## src/rtl/mem_ctrl_if.sv

```systemverilog
// Request/response bundle between the MAR side (master) and the memory responder (slave).
// Request fields are qualified by MEM_req; response fields are qualified by MEM_ack.
// MEM_busy tells the master when a new request will not be sampled.
interface mem_ctrl_if;
  logic        MEM_req;
  logic        MEM_we;
  logic [15:0] MEM_addr;
  logic [15:0] MEM_wdata;
  logic [15:0] MEM_rdata;
  logic        MEM_ack;
  logic        MEM_err;
  logic        MEM_busy;

  modport master (
    output MEM_req,
    output MEM_we,
    output MEM_addr,
    output MEM_wdata,
    input  MEM_rdata,
    input  MEM_ack,
    input  MEM_err,
    input  MEM_busy
  );

  modport slave (
    input  MEM_req,
    input  MEM_we,
    input  MEM_addr,
    input  MEM_wdata,
    output MEM_rdata,
    output MEM_ack,
    output MEM_err,
    output MEM_busy
  );
endinterface

```

## src/rtl/mem_ctrl.sv

```systemverilog
// Memory responder: one read/write at a time on an internal word-addressed RAM, with range check.
// Latency: MEM_ack in the (WAIT_CYCLES+1)th cycle after the request edge; one access per WAIT_CYCLES+2 cycles.
// Backpressure: MEM_req is only sampled in IDLE; MEM_busy marks the cycles where it is ignored.
module mem_ctrl #(
  parameter int ADDR_W      = 8,
  parameter int WAIT_CYCLES = 2
) (
  input  logic      MEM_clk,
  input  logic      MEM_rst,
  mem_ctrl_if.slave mem
);

  localparam logic [1:0] ST_IDLE = 2'd0;
  localparam logic [1:0] ST_WAIT = 2'd1;
  localparam logic [1:0] ST_ACK  = 2'd2;

  localparam int         WAIT_LOAD = (WAIT_CYCLES > 0) ? WAIT_CYCLES - 1 : 0;
  localparam logic [3:0] WAIT_INIT = 4'(WAIT_LOAD);
  localparam int         DEPTH     = 1 << ADDR_W;

  logic [1:0]        state;
  logic [3:0]        wait_cnt;
  logic              lat_we;
  logic [15:0]       lat_addr;
  logic [15:0]       lat_wdata;
  logic [15:0]       rdata_q;
  logic              err_q;

  logic [15:0]       ram [DEPTH];

  logic              do_access;
  logic              acc_we;
  logic [15:0]       acc_addr;
  logic [15:0]       acc_wdata;
  logic              acc_in_range;
  logic [ADDR_W-1:0] acc_idx;

  // Pick the fields used on the access edge: live inputs when accessing straight out of IDLE
  // (zero wait states), otherwise the copies latched at the request edge.
  always_comb begin
    do_access = 1'b0;
    acc_we    = lat_we;
    acc_addr  = lat_addr;
    acc_wdata = lat_wdata;
    if (state == ST_IDLE) begin
      acc_we    = mem.MEM_we;
      acc_addr  = mem.MEM_addr;
      acc_wdata = mem.MEM_wdata;
      do_access = mem.MEM_req && (WAIT_CYCLES == 0);
    end else if (state == ST_WAIT) begin
      do_access = (wait_cnt == 4'd0);
    end
  end

  // Address is in range only when every bit above the implemented width is zero.
  assign acc_in_range = ((acc_addr >> ADDR_W) == 16'd0);
  assign acc_idx      = acc_addr[ADDR_W-1:0];

  // Control FSM, request latch and response registers; reset abandons any pending access.
  always_ff @(posedge MEM_clk) begin
    if (MEM_rst) begin
      state     <= ST_IDLE;
      wait_cnt  <= 4'd0;
      lat_we    <= 1'b0;
      lat_addr  <= 16'h0000;
      lat_wdata <= 16'h0000;
      rdata_q   <= 16'h0000;
      err_q     <= 1'b0;
    end else begin
      case (state)
        ST_IDLE: begin
          if (mem.MEM_req) begin
            lat_we    <= mem.MEM_we;
            lat_addr  <= mem.MEM_addr;
            lat_wdata <= mem.MEM_wdata;
            if (WAIT_CYCLES == 0) begin
              state <= ST_ACK;
            end else begin
              state    <= ST_WAIT;
              wait_cnt <= WAIT_INIT;
            end
          end
        end
        ST_WAIT: begin
          if (wait_cnt == 4'd0) begin
            state <= ST_ACK;
          end else begin
            wait_cnt <= wait_cnt - 4'd1;
          end
        end
        ST_ACK: begin
          state <= ST_IDLE;
        end
        default: begin
          state <= ST_IDLE;
        end
      endcase

      if (do_access) begin
        if (!acc_in_range) begin
          rdata_q <= 16'h0000;
          err_q   <= 1'b1;
        end else begin
          err_q <= 1'b0;
          if (!acc_we) begin
            rdata_q <= ram[acc_idx];
          end
        end
      end
    end
  end

  // RAM write port; contents deliberately survive reset.
  always_ff @(posedge MEM_clk) begin
    if (!MEM_rst && do_access && acc_we && acc_in_range) begin
      ram[acc_idx] <= acc_wdata;
    end
  end

  // Outputs decode from registered state only, so there is no input-to-output path.
  assign mem.MEM_ack   = (state == ST_ACK);
  assign mem.MEM_busy  = (state != ST_IDLE);
  assign mem.MEM_rdata = rdata_q;
  assign mem.MEM_err   = err_q;

endmodule

```

## src/flat_wrapper.sv

```systemverilog
// flat-port wrapper written by rule: the top's interface ports become plain ports
module mem_ctrl_flat 
#(
  parameter int ADDR_W      = 8,
  parameter int WAIT_CYCLES = 2
)
  (MEM_clk, MEM_rst, mem_MEM_req, mem_MEM_we, mem_MEM_addr, mem_MEM_wdata, mem_MEM_rdata, mem_MEM_ack, mem_MEM_err, mem_MEM_busy);
  mem_ctrl_if mem_i ();
  input  logic MEM_clk;
  input  logic MEM_rst;
  input wire logic [$bits(mem_i.MEM_req)-1:0] mem_MEM_req;
  input wire logic [$bits(mem_i.MEM_we)-1:0] mem_MEM_we;
  input wire logic [$bits(mem_i.MEM_addr)-1:0] mem_MEM_addr;
  input wire logic [$bits(mem_i.MEM_wdata)-1:0] mem_MEM_wdata;
  output wire logic [$bits(mem_i.MEM_rdata)-1:0] mem_MEM_rdata;
  output wire logic [$bits(mem_i.MEM_ack)-1:0] mem_MEM_ack;
  output wire logic [$bits(mem_i.MEM_err)-1:0] mem_MEM_err;
  output wire logic [$bits(mem_i.MEM_busy)-1:0] mem_MEM_busy;
  assign mem_i.MEM_req = mem_MEM_req;
  assign mem_i.MEM_we = mem_MEM_we;
  assign mem_i.MEM_addr = mem_MEM_addr;
  assign mem_i.MEM_wdata = mem_MEM_wdata;
  assign mem_MEM_rdata = mem_i.MEM_rdata;
  assign mem_MEM_ack = mem_i.MEM_ack;
  assign mem_MEM_err = mem_i.MEM_err;
  assign mem_MEM_busy = mem_i.MEM_busy;
  mem_ctrl #(.ADDR_W(ADDR_W), .WAIT_CYCLES(WAIT_CYCLES)) u_core (.MEM_clk(MEM_clk), .MEM_rst(MEM_rst), .mem(mem_i));
endmodule
```

## config.mk

```make
export PLATFORM = sky130hd
export DESIGN_NAME = mem_ctrl_flat
export DESIGN_NICKNAME = d
export VERILOG_FILES = /design/src/rtl/mem_ctrl_if.sv /design/src/rtl/mem_ctrl.sv /design/src/flat_wrapper.sv
export SDC_FILE = /design/constraint.sdc
export NUM_CORES = 2
export LEC_CHECK = 0
export ABC_AREA = 0
export CELL_PAD_IN_SITES_DETAIL_PLACEMENT = 1
export CELL_PAD_IN_SITES_GLOBAL_PLACEMENT = 1
export CORE_UTILIZATION = 25
export CTS_BUF_LIST = sky130_fd_sc_hd__clkbuf_8
export DETAILED_ROUTE_END_ITERATION = 8
export PLACE_DENSITY_LB_ADDON = 0.1
export SYNTH_ARGS = -nofsm -noshare
export SYNTH_HDL_FRONTEND = slang
export SYNTH_SLANG_ARGS = --single-unit
export TNS_END_PERCENT = 30
```

## constraint.sdc

```tcl
create_clock -name MEM_clk -period 6.9 [get_ports MEM_clk]
set_clock_uncertainty 0.05 [all_clocks]
set_input_delay 2.07 -clock MEM_clk [delete_from_list [all_inputs] [get_ports MEM_clk]]
set_output_delay 2.07 -clock MEM_clk [all_outputs]
set_load 0.01 [all_outputs]
```

Word-level counts from Yosys, hierarchy flattened --
Memory sizes are Yosys's and may differ from the RTL's. Index checks and enable logic that the tools add are counted. Widths: inputs -> output; s select.
Operators by class: $add $sub $neg 1, eq/ne operators 6, multiplexer cells 16, reductions and logical operators 13
Operators with widths (number):
- $mux 16 | 4
- $logic_not 16->1 | 1
- $mux 4 | 2
- $ne 2x2->1 const B | 4
- $pmux 4 s2 | 1
- $mux 1 | 6
- $reduce_and 2->1 | 3
- $logic_not 4->1 | 1
- $mux 2 | 2
- $pmux 2 s2 | 1
- $reduce_bool 2->1 | 2
- $sub 4x1->4 const B | 1
- $logic_and 1x1->1 | 3
- $reduce_and 3->1 | 1
- $eq 2x1->1 const B | 1
- $eq 2x2->1 const B | 1
- $logic_not 2->1 | 1
- $logic_not 1->1 | 1
Word-level totals: flip-flop bits (word level) 56, RAM bits 4096, word-level logic and storage cells 44, memories 1
Memories:
- u_core.ram | depth 256, bits a word 16, read ports 1, clocked after memory_dff 0, write ports 1, line mem_ctrl.sv:29 | logic [15:0] ram [DEPTH];

Depth between registers and ports, before layout --
word-level depth 8, mapped depth 14

Least setup slack after synthesis --
OpenSTA, ideal clock, no wires.
kind input to register, start input mem_MEM_wdata[0], end memory u_core.ram[0][0] (data pin), setup time 0.823 ns, arrival time 5.168 ns, required time 6.027 ns, path slack 0.860 ns, cell stages on the path 2, path buffers 0, cell sequence nand2_1 nand2_1
Between the ends: longest elaborated chain between the ends 1
RTL lines:
- start: declaration | line flat_wrapper.sv:14 | input wire logic [$bits(mem_i.MEM_wdata)-1:0] mem_MEM_wdata;
- $mux 16 | line mem_ctrl.sv:45 | if (state == ST_IDLE) begin
- net u_core.acc_wdata[0] | line mem_ctrl.sv:34 | logic [15:0] acc_wdata;
- end: declaration | line mem_ctrl.sv:29
The timed path passes the listed nets, and every way through them passes these cells.

Final worst setup path --
start register u_core.state[0], end register u_core.rdata_q[0], in the netlist u_core.mem.MEM_rdata[0]
Between the ends: longest elaborated chain between the ends 5, elaborated cells between the ends (all ways) 12
RTL lines:
- start: declaration | line mem_ctrl.sv:21 | logic [1:0] state;
- start signal: assignment | line mem_ctrl.sv:62 | state <= ST_IDLE;
- start signal: assignment | line mem_ctrl.sv:77 | state <= ST_ACK;
- start signal: assignment | line mem_ctrl.sv:79 | state <= ST_WAIT;
- $logic_not 2->1 | line mem_ctrl.sv:45
- $mux 16 | line mem_ctrl.sv:45
- $mem_v2 256x16 / $logic_not 16->1 (equally long branches)
- $mux 16 / $ne 2x2->1 (equally long branches)
- $mux 16 / $reduce_and 2->1 (equally long branches)
- end signal: assignment | line mem_ctrl.sv:106 | rdata_q <= ram[acc_idx];
- end: declaration | line mem_ctrl.sv:26 | logic [15:0] rdata_q;
Parallel ways exist; a longest one is shown, timed or not. The select of a mux whose other input is x is not followed. A chain may end at the register's enable or synchronous reset.

==> flow_metrics.env <==
export IMPL_grt_pass1_vias=96100
export IMPL_yosysSeqAreaShare=0.825
export IMPL_status="completed"
export IMPL_clock_sinks=4152
export IMPL_routed_wl_um=599000
export IMPL_placed_cell_area_um2=168000
export IMPL_p_total_uw=55900
export IMPL_die_h_um=778
export IMPL_tritoncts="built"
export IMPL_peakVddDrop_mv=0.196
export IMPL_synth_top_area_share=0.818
export IMPL_via_count=91800
export IMPL_rrSetupSlack_ns=0.33
export IMPL_h_tree_depth=6
export IMPL_dieArea_um2=605000
export IMPL_start_util=0.251
export IMPL_min_from="u_core.lat_we$_SDFFE_PP0P_"
export IMPL_syn_inst=8812
export IMPL_drt_iter0_markers=7663
export IMPL_overflow=0
export IMPL_fillers=61600
export IMPL_drive_gt1_frac=0.195
export IMPL_globalRouteTotalUtil=0.191
export IMPL_hold_viol=0
export IMPL_yosysUniqueCellTypes=45
export IMPL_clockBufferDepth=4
export IMPL_portBuffers=54
export IMPL_slew_headroom=0.0189
export IMPL_dpl_hpwl_um=363000
export IMPL_hold_path_endpoint="u_core.lat_we$_SDFFE_PP0P_"
export IMPL_gp_congestion=0.770
export IMPL_synth_most_common_cell="edfxtp_1"
export IMPL_leakagePower_uw=0.0558
export IMPL_hold_buffers=0
export IMPL_cts_root_buffer="clkbuf_8"
export IMPL_syn_area_um2=150000
export IMPL_rows=284
export IMPL_synth_ff_type="edfxtp_1"
export IMPL_end_kind="register"
export IMPL_final_area_um2=182000
export IMPL_numCtsBuffers=753
export IMPL_maxSlewViolCount=0
export IMPL_yosysTopAreaCell="edfxtp_1"
export IMPL_rsz0062_at_grt="no"
export IMPL_synth_edf_count=4096
export IMPL_wl_per_cell_um=32.3
export IMPL_cts_resized=0
export IMPL_antenna_found_initial=44
export IMPL_via_per_inst=4.95
export IMPL_worstPathCellList="nor2_4, inv_2, mux2_8, buf_12, o22ai_1, o21ai_0, a41oi_1, buf_4, o31ai_1, o21ai_0, buf_4, nor3_1, a21o_1"
export IMPL_synth_ff_latch_count=4152
export IMPL_pwr_density_cell_nw_per_um2=308
export IMPL_post_cts_buffers=0
export IMPL_critPathLaunchType="register"
export IMPL_fmax_ghz=0.152
export IMPL_area_growth_pct=20.7
export IMPL_grt_max_degree=133
export IMPL_finalSetupViolCount=0
export IMPL_synthTopCellsByArea="edfxtp_1, o22ai_1, o21ai_0"
export IMPL_dr_pass1_iters=7
export IMPL_path_class="register to register"
export IMPL_clk_pin_slew_ns=0.06
export IMPL_hold_class="register to register"
export IMPL_core_area_um2=599000
export IMPL_period_share=0.953
export IMPL_die_x_um=778
export IMPL_nNetsFinal=9936
export IMPL_slowest_delay_ns=1.00
export IMPL_r2r_end="u_core.mem.MEM_rdata[0]$_SDFFE_PP0P_"
export IMPL_yosysWarnings=0
export IMPL_grt_first_pass_wirelength_um=812000
export IMPL_cp_required_ns=8.09
export IMPL_antenna_left=0
export IMPL_cp_arrival_ns=7.76
export IMPL_clkLatencyLatePin_ns=1.31
export IMPL_whs_path_depth=2
export IMPL_synth_fp_nets=8849
export IMPL_io_pins=55
export IMPL_r2r_start="u_core.state[0]$_SDFFE_PP0P_"
export IMPL_fin_hold_ws_ns=0.409
export IMPL_synth_commonest_cells="edfxtp_1, o22ai_1, o21ai_0"
export IMPL_drc=0
export IMPL_cp_slowest_cell="o31ai_1"
export IMPL_reg2reg_depth=13
export IMPL_crit_path_max_fanout=26
export IMPL_cap_violations=0
export IMPL_ys_async_sr_fraction=0
export IMPL_avgSynthCellArea_um2=17.1
export IMPL_worstMarginPinSlew_ns=1.47
export IMPL_min_period_ns=6.57
==> state kept, by name, indices dropped and copies added, names as in the netlist <==
register and cells:
u_core.ram 4096, u_core.lat_addr 16, u_core.lat_wdata 16, u_core.mem.MEM_rdata 16, u_core.wait_cnt 4, u_core.state 2
u_core.lat_we 1, u_core.mem.MEM_err 1
==> cell families (layout without fill, tap and decap cells) <==
family          Yosys count  count (layout)  synth area share
other cells               0              16                 0
xor+xnor                  2               2          0.000116
flops                  4152            4152             0.825
buf+inv                 662            2343            0.0196
simple gates            550             550            0.0155
compound gates         3438            3438             0.139
fa+ha+maj                 1               1         0.0000832
mux                       7               7          0.000491
==> cells in the final DEF (no fill, tap or decap), types with 28 or more instances in the layout <==
master           Yosys  final
clkinv_1             0    186
edfxtp_1          4096   4096
buf_12               0    154
a41oi_1            242    241
nor2_2               0    130
o21ai_1             72     72
clkinv_2             0     62
nand2_4              0     30
a21oi_1             44     44
clkdlybuf4s50_1      0     53
o21ai_0            957    957
clkbuf_8             0    760
dfxtp_1             56     56
buf_4               17    779
nor4_1              33     28
o22ai_1           2056   2055
nand2_1            172    136
inv_1                6    278
nor2_1             274    143
==> power by group <==
part | switching (uW) | internal, uW | total [uW]
logic | 4470 | 1510 | 5980
clock network | 10800 | 10800 | 21600
registers | 25.0 | 28300 | 28300
total | 15300 | 40600 | 55900
==> cell type report <==
class                   instances  area [um^2]  area share
flip-flops and latches       4152       124000       0.684
multi-input cells            3998        24300       0.134
clock buffers                 760        10500      0.0576
well taps                    8008        10000      0.0552
repair buffers                987         9480      0.0522
clock inverters               589         3110      0.0171
diodes                         16         40.0    0.000221
inverters                       7         26.3    0.000145
==> critical path: cells and delay by family, from the launching register on <==
| family | cells | cell delay [ns] |
|---|---|---|
| DFF | 1 | 0.51 |
| and+or+nand+nor | 2 | 0.98 |
| muxes | 1 | 0.80 |
| AOI/OAI and AO/OA | 6 | 2.70 |
| buffers and inverters | 4 | 1.39 |
==> worst max path at each step <==
stage	from	end	slack (ns)	cells after the start
final	u_core.state[0]$_SDFFE_PP0P_	u_core.mem.MEM_rdata[0]$_SDFFE_PP0P_	0.33	13
after global routing	u_core.state[0]$_SDFFE_PP0P_	u_core.mem.MEM_rdata[0]$_SDFFE_PP0P_	0.47	13
after CTS	u_core.state[0]$_SDFFE_PP0P_	u_core.mem.MEM_rdata[13]$_SDFFE_PP0P_	0.37	13
after detailed placement	mem_MEM_addr[0]	u_core.mem.MEM_rdata[13]$_SDFFE_PP0P_	-0.66	13
after global placement	mem_MEM_addr[0]	u_core.mem.MEM_rdata[9]$_SDFFE_PP0P_	-0.96	13
after floorplan	mem_MEM_wdata[0]	u_core.ram[0][0]$_DFFE_PP_	0.86	2
==> through the flow <==
stage	TNS, ns	utilization	cells	setup WS [ns]
floorplan	0	-	8812	0.860
global placement	-4.82	0.280	17100	-0.961
detailed placement	-3.10	0.280	17200	-0.659
CTS	0	0.303	18500	0.368
global route	0	0.303	18500	0.470
finish	0	0.303	18500	0.325
==> routing by layer <==
layer | wire length (um) | track usage
met5 | 57 | 0
met1 | 271000 | 0.262
met4 | 13000 | 0.0430
met2 | 289000 | 0.321
met3 | 26200 | 0.0259
Power figures use the tool's default switching activity.
